**config.mk**
```make
export PLATFORM = sky130hd
export DESIGN_NAME = led_matrix_scanner
export DESIGN_NICKNAME = d
export VERILOG_FILES = /design/src/rtl/led_matrix_pkg.sv /design/src/rtl/led_matrix_scanner_spi_frame_rx.sv /design/src/rtl/led_matrix_scanner.sv
export SDC_FILE = /design/constraint.sdc
export NUM_CORES = 1
export LEC_CHECK = 0
export ABC_AREA = 1
export BUFFER_PORTS_ARGS = -buffer_cell sky130_fd_sc_hd__clkbuf_2
export CORE_ASPECT_RATIO = 0.9
export CORE_MARGIN = 4
export CORE_UTILIZATION = 50
export DETAILED_ROUTE_END_ITERATION = 8
export GPL_TIMING_DRIVEN = 0
export PLACE_DENSITY_LB_ADDON = 0.12
export SYNTH_ARGS = -nofsm -noshare
export SYNTH_HDL_FRONTEND = slang
export SYNTH_SLANG_ARGS = --single-unit
export TNS_END_PERCENT = 10
```
**constraint.sdc**
```tcl
create_clock -name clk -period 2.9 [get_ports clk]
set_clock_uncertainty 0.1 [all_clocks]
set_input_delay 0 -clock clk [delete_from_list [all_inputs] [get_ports clk]]
set_output_delay 0 -clock clk [all_outputs]
set_load 0.01 [all_outputs]
```
**src/rtl/led_matrix_pkg.sv**
```systemverilog
// Shared constants and helpers for the LED matrix scanner: default geometry,
// slot-to-column one-hot decode and frame bit ordering.
package led_matrix_pkg;

  localparam int unsigned ROWS_DEF     = 8;
  localparam int unsigned COLS_DEF     = 8;
  localparam int unsigned CHANNELS_DEF = 2;
  localparam int unsigned SCAN_DIV_DEF = 16384;
  localparam int unsigned BLANK_DEF    = 64;

  // Widest column bus the one-hot helper can serve (COLS*CHANNELS).
  localparam int unsigned MAX_SLOTS = 64;

  function automatic logic [MAX_SLOTS-1:0] slot_onehot(input int unsigned s);
    return MAX_SLOTS'(1) << s;
  endfunction

  // Shadow position of pixel (ch, c, r); bits arrive ch0 col0 row ROWS-1 first.
  function automatic int unsigned idx(input int unsigned ch, input int unsigned c,
                                      input int unsigned r, input int unsigned rows,
                                      input int unsigned cols);
    return ch * cols * rows + c * rows + (rows - 1 - r);
  endfunction

endpackage

```
**src/rtl/led_matrix_scanner_spi_frame_rx.sv**
```systemverilog
// Serial frame receiver: synchronises sck/sdi/load, shifts bits into the
// shadow buffer and flags complete (pending) or malformed (err) transfers.
module spi_frame_rx
  import led_matrix_pkg::*;
#(
  parameter int unsigned FRAME_BITS = ROWS_DEF * COLS_DEF * CHANNELS_DEF
) (
  input  logic                  i_clk,
  input  logic                  i_reset_n,
  input  logic                  i_sck,
  input  logic                  i_sdi,
  input  logic                  i_load,
  input  logic                  i_commit,
  output logic [FRAME_BITS-1:0] o_shadow,
  output logic                  o_pending,
  output logic                  o_err
);

  localparam int unsigned CNT_W = $clog2(FRAME_BITS + 2);

  logic [1:0]       r_sck_sync;
  logic [1:0]       r_sdi_sync;
  logic [1:0]       r_load_sync;
  logic             r_sck_prev;
  logic             r_load_prev;
  logic [CNT_W-1:0] r_cnt;

  logic w_sck_rise;
  logic w_load_rise;
  logic w_load_fall;
  logic w_shift;
  logic w_cnt_full;

  assign w_sck_rise  = r_sck_sync[1] & ~r_sck_prev;
  assign w_load_rise = r_load_sync[1] & ~r_load_prev;
  assign w_load_fall = ~r_load_sync[1] & r_load_prev;
  assign w_shift     = w_sck_rise & r_load_sync[1];
  assign w_cnt_full  = (r_cnt == CNT_W'(FRAME_BITS));

  // Shift right so the first bit of a frame ends up at position 0.
  always_ff @(posedge i_clk) begin
    if (!i_reset_n) begin
      r_sck_sync  <= '0;
      r_sdi_sync  <= '0;
      r_load_sync <= '0;
      r_sck_prev  <= 1'b0;
      r_load_prev <= 1'b0;
      r_cnt       <= '0;
      o_shadow    <= '1;
      o_pending   <= 1'b0;
      o_err       <= 1'b0;
    end else begin
      r_sck_sync  <= {r_sck_sync[0], i_sck};
      r_sdi_sync  <= {r_sdi_sync[0], i_sdi};
      r_load_sync <= {r_load_sync[0], i_load};
      r_sck_prev  <= r_sck_sync[1];
      r_load_prev <= r_load_sync[1];
      o_err       <= w_load_fall & ~w_cnt_full;

      if (w_shift) begin
        o_shadow <= {r_sdi_sync[1], o_shadow[FRAME_BITS-1:1]};
      end

      if (w_load_rise) begin
        r_cnt <= '0;
      end else if (w_shift && (r_cnt != CNT_W'(FRAME_BITS + 1))) begin
        r_cnt <= r_cnt + CNT_W'(1);
      end

      // A new transfer starting cancels any frame still waiting for commit.
      if (w_load_fall && w_cnt_full) begin
        o_pending <= 1'b1;
      end else if (w_load_rise || i_commit) begin
        o_pending <= 1'b0;
      end
    end
  end

endmodule

```
**src/rtl/led_matrix_scanner.sv**
```systemverilog
// Double-buffered LED matrix driver: commits received frames at scan-frame
// boundaries and multiplexes one column of one channel per slot with blanking.
module led_matrix_scanner
  import led_matrix_pkg::*;
#(
  parameter int unsigned ROWS     = ROWS_DEF,
  parameter int unsigned COLS     = COLS_DEF,
  parameter int unsigned CHANNELS = CHANNELS_DEF,
  parameter int unsigned SCAN_DIV = SCAN_DIV_DEF,
  parameter int unsigned BLANK    = BLANK_DEF
) (
  input  logic                       clk,
  input  logic                       reset,
  input  logic                       sck,
  input  logic                       sdi,
  input  logic                       load,
  output logic [ROWS-1:0]            row,
  output logic [CHANNELS*COLS-1:0]   col,
  output logic                       frame_done,
  output logic                       err
);

  localparam int unsigned NSLOT      = COLS * CHANNELS;
  localparam int unsigned FRAME_BITS = ROWS * COLS * CHANNELS;
  localparam int unsigned SLOT_W     = (NSLOT > 1) ? $clog2(NSLOT) : 1;
  localparam int unsigned CYC_W      = $clog2(SCAN_DIV);

  logic [CYC_W-1:0]      r_cyc;
  logic [SLOT_W-1:0]     r_slot;
  logic [FRAME_BITS-1:0] r_disp;

  logic [FRAME_BITS-1:0] w_shadow;
  logic                  w_pending;
  logic                  w_cyc_wrap;
  logic                  w_frame_end;
  logic                  w_commit;
  logic                  w_blank;
  logic [CYC_W-1:0]      w_cyc_next;
  logic [SLOT_W-1:0]     w_slot_next;
  logic [FRAME_BITS-1:0] w_disp_next;
  logic [NSLOT-1:0]      w_col_next;
  logic [ROWS-1:0]       w_slot_rows [NSLOT];

  spi_frame_rx #(
    .FRAME_BITS(FRAME_BITS)
  ) u_rx (
    .i_clk     (clk),
    .i_reset_n (reset),
    .i_sck     (sck),
    .i_sdi     (sdi),
    .i_load    (load),
    .i_commit  (w_commit),
    .o_shadow  (w_shadow),
    .o_pending (w_pending),
    .o_err     (err)
  );

  assign w_cyc_wrap  = (r_cyc == CYC_W'(SCAN_DIV - 1));
  assign w_frame_end = w_cyc_wrap && (r_slot == SLOT_W'(NSLOT - 1));
  assign w_commit    = w_frame_end && w_pending;
  assign w_disp_next = w_commit ? w_shadow : r_disp;
  assign w_blank     = (32'(w_cyc_next) < BLANK);
  assign w_col_next  = NSLOT'(slot_onehot(32'(w_slot_next)));

  // Slot/cycle counters; the slot only advances when the cycle counter wraps.
  always_comb begin
    w_cyc_next  = r_cyc + CYC_W'(1);
    w_slot_next = r_slot;
    if (w_cyc_wrap) begin
      w_cyc_next  = '0;
      w_slot_next = w_frame_end ? '0 : r_slot + SLOT_W'(1);
    end
  end

  // Fixed mapping from each slot to its row bits in the display buffer.
  for (genvar s = 0; s < NSLOT; s++) begin : g_slot
    for (genvar r = 0; r < ROWS; r++) begin : g_row
      assign w_slot_rows[s][r] = w_disp_next[idx(s / COLS, s % COLS, r, ROWS, COLS)];
    end
  end

  // Outputs are computed from next-state so they change on the slot's first clk.
  always_ff @(posedge clk) begin
    if (!reset) begin
      r_cyc      <= '0;
      r_slot     <= '0;
      r_disp     <= '1;
      row        <= '1;
      col        <= '0;
      frame_done <= 1'b0;
    end else begin
      r_cyc      <= w_cyc_next;
      r_slot     <= w_slot_next;
      r_disp     <= w_disp_next;
      row        <= w_slot_rows[w_slot_next];
      col        <= w_blank ? '0 : w_col_next;
      frame_done <= w_commit;
    end
  end

endmodule

```
Word level (Yosys, flattened, before mapping)
Cells that the tools add are included.
Operators by class
  $add $sub $neg: 3
  $lt $le $gt $ge: 2
  equality and inequality tests: 4
  shifts and indexed selects: 1
  muxes and demuxes: 9
  bitwise logic cells: 11
  reductions and logical operators: 8
Operators by type and width (number)
  $mux 128: 1
  $bmux 8 s4: 1
  $mux 8: 2
  $shl 1x4->16 const A: 1
  $add 14x1->14 const B: 1
  $eq 14x14->1 const B: 1
  $lt 14x7->1 const B: 1
  $mux 14: 1
  $add 8x1->8 const B: 1
  $eq 8x8->1 const B: 1
  $mux 4: 2
  $ne 8x8->1 const B: 1
  $and 1x1->1: 5
  $ge 5x5->1 const B: 1
  $not 1->1: 5
  $not 4->5: 1
  $add 4x1->4 const B: 1
  $eq 4x4->1 const B: 1
  $logic_and 1x1->1: 4
  $reduce_or 2->1: 2
  $mux 1: 2
  $reduce_bool 2->1: 1
  $logic_or 1x1->1: 1
Word-level totals
  register bits after elaboration: 317
  input bits: 5
  output and inout port bits: 26
  word-level logic and storage cells: 53

Depth between registers and ports, before layout
Gate-level depths: netlist of the first run.
  word-level depth: 8
  mapped depth: 17
  gate-level depth less buffers: 16

Hierarchy
From an unflattened synthesis of the first run, not the netlist that was laid out.
Second synthesis, totals
  cells, all modules: 2113
  area total of the unflattened synthesis: 14002.2 µm²
By module, submodules not included
  led_matrix_scanner: instances 1, cells each 1435, area each 8767.2 µm², sequential area each 3423.3 µm²
  spi_frame_rx: instances 1, cells each 678, area each 5235.0 µm², sequential area each 2922.8 µm²

Worst setup path after synthesis of the first run
OpenSTA, ideal clock, no wires.
  path kind: register -> register
  start point: register r_cyc[0]
  end point: register row[7]
  library setup time: 0.109 ns
  arrival: 1.846 ns
  required time: 2.691 ns
  slack: 0.845 ns
  cell stages (with the launch flop): 18
  path buffers: 3
  period minus slack after synthesis: 2.055 ns
  cells stage by stage: dfxtp_1 ha_1 nand2_1 nor2_2 nand2_2 nor2_2 buf_4 buf_6 buf_4 nand4_1 nand2_1 nor2_1 nor2_1 nand2_1 nand2_1 nand3_1 nand2_1 inv_1
On the way
  cells in the longest elaborated chain, start to end: 8
  elaborated cells between the ends (all ways): 10
  those cells by class: 1 x eq/ne; 6 x mux; 1 x bitwise; 2 x reduce/logical
RTL lines
  start: declaration: line led_matrix_scanner.sv:28  | logic [CYC_W-1:0] r_cyc;
  start signal: assignment: line led_matrix_scanner.sv:92  | r_cyc <= w_cyc_next;
  $eq 14x14->1 (*): line led_matrix_scanner.sv:58  | assign w_cyc_wrap = (r_cyc == CYC_W'(SCAN_DIV - 1));
  $logic_and 1x1->1: line led_matrix_scanner.sv:59  | assign w_frame_end = w_cyc_wrap && (r_slot == SLOT_W'(NSLOT - 1));
  $mux 4: line led_matrix_scanner.sv:71  | w_slot_next = w_frame_end ? '0 : r_slot + SLOT_W'(1);
  $mux 4: line led_matrix_scanner.sv:69  | if (w_cyc_wrap) begin
  $not 4->5 (not written as such): line led_matrix_scanner.sv:95  | row <= w_slot_rows[w_slot_next];
  $bmux 8 s4 (*): line led_matrix_scanner.sv:95
  $mux 8 (not written as such) (*) (2 in a row): line led_matrix_scanner.sv:95
  end signal: assignment: line led_matrix_scanner.sv:95
  end: declaration: line led_matrix_scanner.sv:17  | output logic [ROWS-1:0] row,
Every way passes the cells marked *; elsewhere a longest branch is shown, timed or not. The select of a mux whose other input is x is not followed.
A chain may end at the register's enable or synchronous reset.

Final worst setup path of the first run
  start point: register r_cyc[0]
  end point: register row[1]
Same word-level chain as after synthesis.

==> impl_metrics.py, run 1 <==
metrics = {
    "worst_setup_path": {
        "rr_worst_depth": 17,
        "cp-endpoint": "row[1]",
        "crit_chain": "ha_1, nand2_1, nor2_2, nand2_2, nor2_4, nand3_1, clkbuf_4, buf_2, nand2_1, nand2_1, nor2_1, nor2_1, nand2_1, nand2_1, nand3_1, nand2_2, inv_1",
        "cpLargestDelayFamily": "simple AND/OR/NAND/NOR gates",
        "crit_buf_inv": 3,
        "crit_top_cell": "nand2_1",
        "cp.required_ps": 3210,
        "crit_path_end_kind": "flip-flop",
        "arrival_ps": 3080,
        "timing.reg2reg.setup_slack_ps": 130,
        "cp_max_fo": 10,
        "r2r_end": "row[1]",
        "startpoint_type": "flip-flop",
        "worstSetupPathType": "flip-flop to flip-flop",
        "slowest_stage": "dfxtp_1",
        "r2r-start": "r_cyc[0]",
        "cp.depth": 17,
        "startpoint": "r_cyc[0]",
        "cp_slowest_stage_delay_ps": 320,
    },
    "layout": {
        "fillers": 2673,
        "drive_above_1_share_pct": 7.57,
        "final_nets": 2070,
        "synthToLayoutAreaGrowth_pct": 14.0,
        "layout_common_cells": "nand2_1 (641), dfxtp_1 (317), inv_1 (301)",
        "diodes": 0,
        "layout_commonest_cell": "nand2_1",
    },
    "timing": {
        "fmax_ghz": 0.361,
        "period_needed_ps": 2770,
        "rsz0062_at_grt": "yes",
        "relSlewSlack_pct": 33.2,
        "setup_viol": 0,
        "tns_ps": 0,
        "setup_slack_ps": 132,
        "drv_slew": 0,
        "finalCritPeriodShare_pct": 95.4,
        "final_hold_viol_count": 0,
        "timing_worst_slew_pin_value_ps": 1000,
    },
    "global_route": {
        "grt-ovfl-total": 0,
        "antenna_found_initial": 0,
        "grt_max_degree": 13,
        "groute.usage.overall_pct": 26.3,
        "grt_util_met1_pct": 38.5,
        "use_met2_pct": 39.9,
        "use_met3_pct": 3.26,
        "grt_pass1_wl_mm": 63.2,
        "grt_pass1_vias": 11790,
        "grt-busiest-layer": "met2",
    },
    "cts": {
        "cts.htree.levels": 2,
        "root_buffer": "clkbuf_16",
        "clk_latency_ps": 530,
        "cts.clk_slew.worst_paths_ps": 60,
        "cts_buffers": 36,
        "clock_path_buffers": 3,
        "cts_tree": "done",
        "cts.sinks": 317,
        "cts_setup_buffers": 0,
    },
    "synthesis": {
        "synth_cells": 1989,
        "ys_seq_area_share_pct": 46.1,
        "synth.avg_cell_area_sq_um": 6.92,
        "async_flop_share_pct": 0,
        "ys_ff_latch": 317,
        "ys.warnings.count": 0,
        "dominantRegCellSynth": "dfxtp_1",
        "syn_nets": 1999,
        "synthesis.area_sq_mm": 0.0138,
        "ys_types": 33,
        "synth_edf_count": 0,
    },
    "place": {
        "portBuffers": 29,
        "dp_slack_ps": 72.0,
        "hpwl_mm": 28.6,
        "place.gp.congestion": 0.945,
    },
    "floorplan": {
        "rows": 57,
        "dieWidth_um": 183,
        "core_area_sq_mm": 0.0271,
        "dieArea_sq_mm": 0.0303,
        "start_util_pct": 50.8,
        "num_io_pins": 31,
        "die_height_um": 165,
    },
    "detailed_routing": {
        "routed_wl_mm": 40.1,
        "viasPerCell": 5.20,
        "drc": 0,
        "vias": 12693,
        "wl_per_cell_um": 16.4,
        "drt_pre_antenna_iters": 5,
        "drt_iter0_drc": 1193,
        "ant_nets": 0,
    },
    "power_and_ir_drop": {
        "switching_share_pct": 21.2,
        "p_switching_w": 0.00196,
        "comb_power_share_pct": 1.8,
        "pwr-share-seq_pct": 47.5,
        "ir_drop_uv": 381,
        "power.static_leakage_nw": 8.64,
        "intPower_w": 0.00730,
        "clockPowerShare_pct": 50.7,
        "pwr_density_cell_mw_per_mm2": 590,
    },
    "worst_hold_path": {
        "hold_class": "primary input to flip-flop",
    },
    "flow_run": {
        "max_cap_violations": 0,
    },
    "status": {
        "run_status": "complete, no violations",
    },
}
## cells in the mapped netlist (all sizes together) (2+ instances only)
| cell type | count | share of area (%) |
|---|---|---|
| nand2 | 651 | 18 |
| dfxtp | 317 | 46 |
| inv | 304 | 8.3 |
| nor2 | 248 | 6.8 |
| nand4 | 130 | 5.9 |
| o211ai | 128 | 7.0 |
| clkbuf | 87 | 2.4 |
| buf | 45 | 2.0 |
| nand3 | 34 | 1.2 |
| a21oi | 9 | 0.33 |
| o21ai | 7 | 0.25 |
| ha | 5 | 0.45 |
| nor3b | 5 | 0.31 |
| nor3 | 4 | 0.15 |
| nor4 | 3 | 0.25 |
| xor2 | 3 | 0.19 |
| and3 | 2 | 0.091 |
## tightest hold or removal path, cell delays in order
cell and delay [ps]:
dlygate4sd3_1 520, clkbuf_2 100, nand2_1 40, inv_1 40
## layer usage
metal  share of wire, %  wire [um]
met1                 47      18800
met2                 42      17000
met3                7.3       2910
met4                3.3       1320
met5                  0          0
## kinds of logic (layout without fill, tap and decap cells)
kind of cell               after synthesis  after routing  synth area share [%]
AOI/OAI and AO/OA                      147            147                  7.72
xor gates and xnor gates                 4              4                 0.254
adders and majority gates                5              5                 0.454
buffers and inverters                  437            534                  12.7
DFF                                    317            317                  46.1
and+or+nand+nor                       1079           1079                  32.8
## final cells by class
class                      instances  area (sq um)  area share [%]
tap                              354           443            2.82
sequential                       317          6350            40.4
clock buffer                      56          1140            7.24
clock inverter                     8           100           0.638
buffer                           132           662            4.22
inverter                         305          1140            7.29
multi-input combinational       1235          5680            36.2
timing repair buffer              33           185            1.18
## how the worst min path moves through the flow
stage / start / endpoint / slack [ps] / cells past startpoint
detailed placement: sck / u_rx.r_sck_sync[0] / 100 / 3
global route: sck / u_rx.r_sck_sync[0] / 160 / 4
floorplan: load / u_rx.r_load_sync[0] / -2 / 2
finish: sck / u_rx.r_sck_sync[0] / 110 / 4
global placement: sck / u_rx.r_sck_sync[0] / 100 / 3
CTS: sck / u_rx.r_sck_sync[0] / 120 / 4
## stage by stage
step	instances	power [W]	utilization [%]	instance area (sq um)	hold WS (ps)
floorplan	1989	0.00460	-	13800	-2.37
global placement	2372	0.00466	53.0	14400	101
detailed placement	2372	0.00466	53.0	14400	99.5
CTS	2440	0.00932	57.7	15600	115
global route	2440	0.00954	57.9	15700	155
finish	2440	0.00926	57.9	15700	111
## repair_timing
item / 4_1_cts / 5_1_grt
endpoints found under the hold margin: 19 / 0
endpoints found under the setup margin: 0 / 8
resized for setup: 0 / 34
hold buffers: 4 / 0
## power by group through the flow
stage	Sequential, W	Combinational (W)	Clock (W)
after CTS	0.00440	0.000167	0.00475
after global placement	0.00450	0.000160	0
after floorplan	0.00449	0.000105	0
after detailed placement	0.00450	0.000162	0
after global routing	0.00440	0.000187	0.00495
final	0.00440	0.000168	0.00469
## sequential cells by signal, summed over array words and instances (netlist names)
| name | flops |
|---|---|
| r_disp | 128 |
| u_rx.o_shadow | 128 |
| col | 16 |
| r_cyc | 14 |
| row | 8 |
| u_rx.r_cnt | 8 |
| r_slot | 4 |
| u_rx.r_load_sync | 2 |
| u_rx.r_sck_sync | 2 |
| u_rx.r_sdi_sync | 2 |
| frame_done | 1 |
| u_rx.o_err | 1 |
| u_rx.o_pending | 1 |
| u_rx.r_load_prev | 1 |
| u_rx.r_sck_prev | 1 |
Note: power is estimated with default switching activity, not from simulation.
==> run 2, diff against run 1 <==
Settings changed: MAX_ROUTING_LAYER set to met4.
==> run 2 against run 1 <==
  * Critical path depth is the same
  * Worst hold slack gained 20 ps
  * First-iteration DRC count shrank 12%
  * Clock-buffer cell count shrank 8
  * Cell count is essentially flat
  * Largest power group unchanged
  * Combinational power is essentially flat
  * Worst setup slack gained 13 ps
==> impl_metrics.py, run 2 (synthesis gave the netlist of run 1 again) <==
metrics = {
    "power_and_ir_drop": {
        "pwr-share-seq_pct": 47.2,
        "p_switching_w": 0.00194,
        "switching_share_pct": 20.8,
        "clockPowerShare_pct": 51.0,
        "ir_drop_uv": 423,
        "pwr_density_cell_mw_per_mm2": 594,
        "power.static_leakage_nw": 8.65,
        "comb_power_share_pct": 1.8,
        "intPower_w": 0.00739,
    },
    "global_route": {
        "grt_pass1_vias": 11426,
        "grt-ovfl-total": 0,
        "antenna_found_initial": 0,
        "groute.usage.overall_pct": 27.1,
        "grt_pass1_wl_mm": 63.0,
        "grt_max_degree": 14,
    },
    "timing": {
        "rsz0062_at_grt": "yes",
        "final_hold_viol_count": 0,
        "relSlewSlack_pct": 31.5,
        "fmax_ghz": 0.363,
        "period_needed_ps": 2760,
        "setup_viol": 0,
        "drv_slew": 0,
        "timing_worst_slew_pin_value_ps": 1030,
        "finalCritPeriodShare_pct": 95.0,
    },
    "detailed_routing": {
        "wl_per_cell_um": 16.5,
        "drt_iter0_drc": 1049,
        "viasPerCell": 5.21,
        "drt_pre_antenna_iters": 5,
        "ant_nets": 0,
        "drc": 0,
        "vias": 12695,
        "routed_wl_mm": 40.2,
    },
    "worst_hold_path": {
        "hold_class": "primary input to flip-flop",
        "hp-start": "load",
        "min_to": "u_rx.r_load_sync[0]",
        "whs_path_depth": 4,
    },
    "floorplan": {
        "core_area_sq_mm": 0.0271,
        "dieArea_sq_mm": 0.0303,
        "die_height_um": 165,
        "num_io_pins": 31,
        "start_util_pct": 50.8,
        "rows": 57,
        "dieWidth_um": 183,
    },
    "place": {
        "dpl_cell_area_sq_mm": 0.0144,
        "hpwl_mm": 28.9,
        "place.gp.congestion": 0.996,
        "portBuffers": 29,
    },
    "cts": {
        "clock_path_buffers": 3,
        "cts.htree.levels": 2,
        "cts.clk_slew.worst_paths_ps": 60,
        "cts_buffers": 35,
        "cts_tree": "done",
        "root_buffer": "clkbuf_16",
        "clk_latency_ps": 520,
        "cts.sinks": 317,
        "cts_setup_buffers": 0,
    },
    "worst_setup_path": {
        "arrival_ps": 3070,
        "timing.reg2reg.setup_slack_ps": 140,
        "rr_worst_depth": 17,
        "worstSetupPathType": "flip-flop to flip-flop",
        "cp_max_fo": 10,
        "crit_path_end_kind": "flip-flop",
        "r2r-start": "r_cyc[0]",
        "cp.required_ps": 3210,
        "r2r_end": "row[4]",
        "startpoint_type": "flip-flop",
    },
    "layout": {
        "top_regs": "r_disp: 128 flops, u_rx.o_shadow: 128 flops, col: 16 flops",
        "fin_area_sq_mm": 0.0157,
        "drive_above_1_share_pct": 7.58,
        "synthToLayoutAreaGrowth_pct": 14.2,
        "final_nets": 2069,
        "layout_commonest_cell": "nand2_1",
        "finish.utilization_pct": 58.0,
        "diodes": 0,
        "layout_common_cells": "nand2_1 (640), dfxtp_1 (317), inv_1 (301)",
    },
    "flow_run": {
        "max_cap_violations": 0,
    },
    "status": {
        "run_status": "complete, no violations",
    },
}
## run 2: cell count changes in the layout (fill, tap and decap cells not counted), moves of 2 or more
cell / previous run / this run
buf_2: 17 / 13
bufinv_16: 2 / 6
inv_6: 2 / 0
clkbuf_4: 13 / 15
clkbuf_2: 34 / 37
buf_6: 8 / 10
clkinv_2: 3 / 7
clkbuf_8: 14 / 4
## run 2: power by group through the flow
stage               Clock [W]  Sequential, W  Combinational (W)
floorplan                   0        0.00449           0.000105
global placement            0        0.00450           0.000160
detailed placement          0        0.00450           0.000162
CTS                   0.00483        0.00440           0.000168
global route          0.00501        0.00440           0.000188
finish                0.00476        0.00440           0.000169
## run 2: final cells by class
cell class / count / area [sq um]
multi-input combinational: 1235 / 5690
fill: 2653 / 11400
clock inverter: 14 / 223
inverter: 305 / 1140
buffer: 132 / 683
sequential: 317 / 6350
tap: 354 / 443
clock buffer: 48 / 1010
timing repair buffer: 33 / 185
## run 2: what timing repair did
item                                    in CTS  in global routing
resized for setup                            0                 50
hold endpoints to repair                    18                  0
hold buffers                                 4                  0
endpoints found under the setup margin       0                  8
## run 2: per-stage QoR
stage	std cells	hold WS [ps]	setup WS (ps)	TNS (ps)	power, W
3_3_place_gp	2372	102	42.1	0	0.00466
3_5_place_dp	2372	107	58.8	0	0.00466
2_1_floorplan	1989	-2.37	845	0	0.00460
6_report	2438	132	145	0	0.00933
4_1_cts	2438	127	31.5	0	0.00940
5_1_grt	2438	149	-14.5	-23.7	0.00960
## run 2: per-layer routing
layer	global-route usage, %	vias to the layer above	wire (um)
li1	-	6361	-
met1	38.2	5880	18900
met2	40.9	386	17500
met3	3.96	68	2800
met4	7.52	0	1070
met5	-	-	0
## run 2: critical path, stage by stage, from the launching register on
cell	delay, ps
dfxtp_1	350
ha_1	180
nand2_1	110
nor2_2	120
nand2_2	120
nor2_4	150
buf_6	170
buf_8	180
buf_6	180
nand4_1	90
nand2_1	120
nor2_1	40
nor2_1	200
nand2_1	100
nand2_1	80
nand3_1	130
nand2_1	160
inv_1	40
## run 2: how the worst max path moves through the flow
stage | slack (ps) | startpoint | cells after the start | to
6_report | 140 | r_cyc[0] | 17 | row[4]
3_5_place_dp | 60 | r_slot[0] | 14 | row[2]
4_1_cts | 30 | r_slot[1] | 14 | row[2]
2_1_floorplan | 850 | r_cyc[0] | 17 | row[7]
5_1_grt | -10 | r_cyc[0] | 17 | row[2]
3_3_place_gp | 40 | r_slot[0] | 14 | row[4]
==> run 3, diff against run 2 <==
--- a/config.mk
+++ b/config.mk
@@ -11,4 +11,6 @@
 export CORE_MARGIN = 4
 export CORE_UTILIZATION = 50
+export CTS_BUF_LIST = sky130_fd_sc_hd__clkbuf_2
+export CTS_CLUSTER_DIAMETER = 80
 export DETAILED_ROUTE_END_ITERATION = 8
 export GPL_TIMING_DRIVEN = 0
==> constraint.sdc (replaced) <==
create_clock -name clk -period 2.9 [get_ports clk]
set_clock_uncertainty 0.1 [all_clocks]
set_input_delay 0.145 -clock clk [delete_from_list [all_inputs] [get_ports clk]]
set_output_delay 0.145 -clock clk [all_outputs]
set_load 0.01 [all_outputs]
==> run 3 against run 2 <==
  * Power shrank 19%
  * Critical endpoint is now row[3]
  * Clock power decreased by 37%
  * Core utilization down 1.8 points
  * Wire length rose by 0.87%
  * Sequential share of layout area increased by 1.3 points
  * Non-clock buffer count is 3 higher
  * The run now ends with design-rule violations left
  * Die area did not move
==> impl_metrics.py, run 3 (synthesis gave the netlist of run 1 again) <==
metrics = {
    "layout": {
        "layout_common_cells": "nand2_1 (639), dfxtp_1 (317), inv_1 (301)",
        "fillers": 2776,
        "layout_commonest_cell": "nand2_1",
        "final_nets": 2120,
        "synthToLayoutAreaGrowth_pct": 10.7,
        "fin_area_sq_mm": 0.0152,
        "ff_latch_area_sq_mm": 0.00635,
        "top_regs": "r_disp: 128 flops, u_rx.o_shadow: 128 flops, col: 16 flops",
        "multi_input_comb_area_sq_mm": 0.00571,
        "drive_above_1_share_pct": 10.7,
    },
    "timing": {
        "finalCritPeriodShare_pct": 94.7,
        "final_hold_viol_count": 0,
        "period_needed_ps": 2750,
        "setup_viol": 0,
        "timing_worst_slew_pin_value_ps": 1060,
        "fmax_ghz": 0.364,
        "relSlewSlack_pct": 29.3,
        "tns_ps": 0,
        "drv_slew": 0,
        "rsz0062_at_grt": "yes",
        "setup_slack_ps": 153,
        "fin_hold_ws_ps": 161,
    },
    "worst_hold_path": {
        "hp-start": "reset",
        "min_to": "r_cyc[13]",
        "whs_path_depth": 4,
        "hold_class": "primary input to flip-flop",
    },
    "power_and_ir_drop": {
        "power.static_leakage_nw": 8.61,
        "pwr_density_cell_mw_per_mm2": 495,
        "ir_drop_uv": 336,
    },
    "flow_run": {
        "max_cap_violations": 0,
    },
    "global_route": {
        "groute.usage.overall_pct": 27.4,
        "grt-ovfl-total": 0,
        "grt_pass1_vias": 11798,
        "grt_pass1_wl_mm": 63.4,
        "grt_max_degree": 12,
        "antenna_found_initial": 1,
    },
    "detailed_routing": {
        "drt_pre_antenna_iters": 9,
        "drt_iter0_drc": 1044,
        "viasPerCell": 5.16,
        "routed_wl_mm": 40.5,
        "drc": 1,
        "wl_per_cell_um": 16.1,
        "vias": 12996,
        "ant_nets": 0,
    },
    "place": {
        "dpl_cell_area_sq_mm": 0.0144,
        "place.gp.congestion": 0.996,
        "portBuffers": 29,
        "dp_slack_ps": 58.8,
        "hpwl_mm": 28.9,
    },
    "worst_setup_path": {
        "rr_worst_depth": 17,
        "startpoint_type": "flip-flop",
        "cp_slowest_stage_delay_ps": 370,
        "crit_buf_inv": 4,
        "worstSetupPathType": "flip-flop to flip-flop",
        "cpLargestDelayFamily": "simple AND/OR/NAND/NOR gates",
        "startpoint": "r_cyc[0]",
        "crit_chain": "ha_1, nand2_1, nor2_2, nand2_2, nor2_4, buf_6, buf_8, buf_6, nand4_1, nand2_1, nor2_1, nor2_1, nand2_1, nand2_1, nand3_1, nand2_1, inv_1",
        "cp.required_ps": 3610,
        "cp_max_fo": 10,
        "timing.reg2reg.setup_slack_ps": 150,
        "slowest_stage": "dfxtp_1",
        "r2r_end": "row[3]",
        "crit_top_cell": "nand2_1",
        "r2r-start": "r_cyc[0]",
        "arrival_ps": 3450,
        "crit_path_end_kind": "flip-flop",
    },
    "cts": {
        "cts.sinks": 317,
        "clock_path_buffers": 3,
        "cts_buffers": 83,
        "clk_latency_ps": 940,
        "cts_tree": "done",
        "root_buffer": "clkbuf_2",
        "cts.htree.levels": 3,
        "cts_setup_buffers": 0,
        "cts.clk_slew.worst_paths_ps": 90,
    },
    "status": {
        "violations": "design-rule violations",
        "run_status": "complete, but fails checks",
    },
    "floorplan": {
        "num_io_pins": 31,
        "rows": 57,
        "start_util_pct": 50.8,
        "die_height_um": 165,
        "dieWidth_um": 183,
        "dieArea_sq_mm": 0.0303,
        "core_area_sq_mm": 0.0271,
    },
}
[run 3: cell count changes in the layout (fill, tap and decap cells not counted), sizes merged]
cell,delta
clkbuf,+67
clkinv,+7
bufinv,-5
inv,+5
dlygate4sd3,+3
buf,+2
clkinvlp,-1
diode,+1
[run 3: per-stage QoR]
step           instances  power, W  util (%)
2_1_floorplan       1989   0.00460         -
3_3_place_gp        2372   0.00466      53.0
3_5_place_dp        2372   0.00466      53.0
4_1_cts             2516   0.00762      55.8
5_1_grt             2517   0.00786      56.2
6_report            2517   0.00754      56.2
[run 3: how the worst max path moves through the flow]
stage,end,slack (ps),depth (start not counted)
after floorplan,row[7],850,17
after global placement,row[4],40,14
after detailed placement,row[2],60,14
after CTS,row[2],20,14
after global routing,row[4],-8,17
final,row[3],150,17
[run 3: report_power, final]
part | total (W) | leakage (nW) | internal [W] | switching [W]
Combinational | 0.000171 | 5.49 | 0.0000409 | 0.000131
Clock | 0.00298 | 0.546 | 0.00116 | 0.00182
Sequential | 0.00440 | 2.57 | 0.00438 | 0.0000153
[run 3: what timing repair did]
action | 4_1_cts | 5_1_grt
resized for setup | 0 | 58
endpoints found under the hold margin | 50 | 0
endpoints found under the setup margin | 0 | 8
hold buffers | 7 | 0
[run 3: layout make-up]
type,count,area share [%]
repair buffers,36,1.41
flip-flops and latches,317,41.6
inverters,305,7.51
multi-input cells,1235,37.5
well taps,354,2.91
diodes,1,0.0164
clock buffers,117,3.84
plain buffers,132,4.54
clock inverters,20,0.673
[run 3: layer usage]
metal | routed length (um) | global-route usage [%] | vias up
met2 | 17600 | 40.6 | 424
met1 | 18900 | 38.1 | 5977
li1 | - | - | 6504
met4 | 1210 | 9.99 | 0
met5 | 0 | - | -
met3 | 2820 | 4.47 | 91
[run 3: worst register-to-register path, cell delays in order, from the launching register on]
cell	delay [ps]
dfxtp_1	370
ha_1	180
nand2_1	110
nor2_2	130
nand2_2	120
nor2_4	150
buf_6	170
buf_8	180
buf_6	190
nand4_1	90
nand2_1	130
nor2_1	40
nor2_1	160
nand2_1	120
nand2_1	90
nand3_1	140
nand2_1	140
inv_1	40
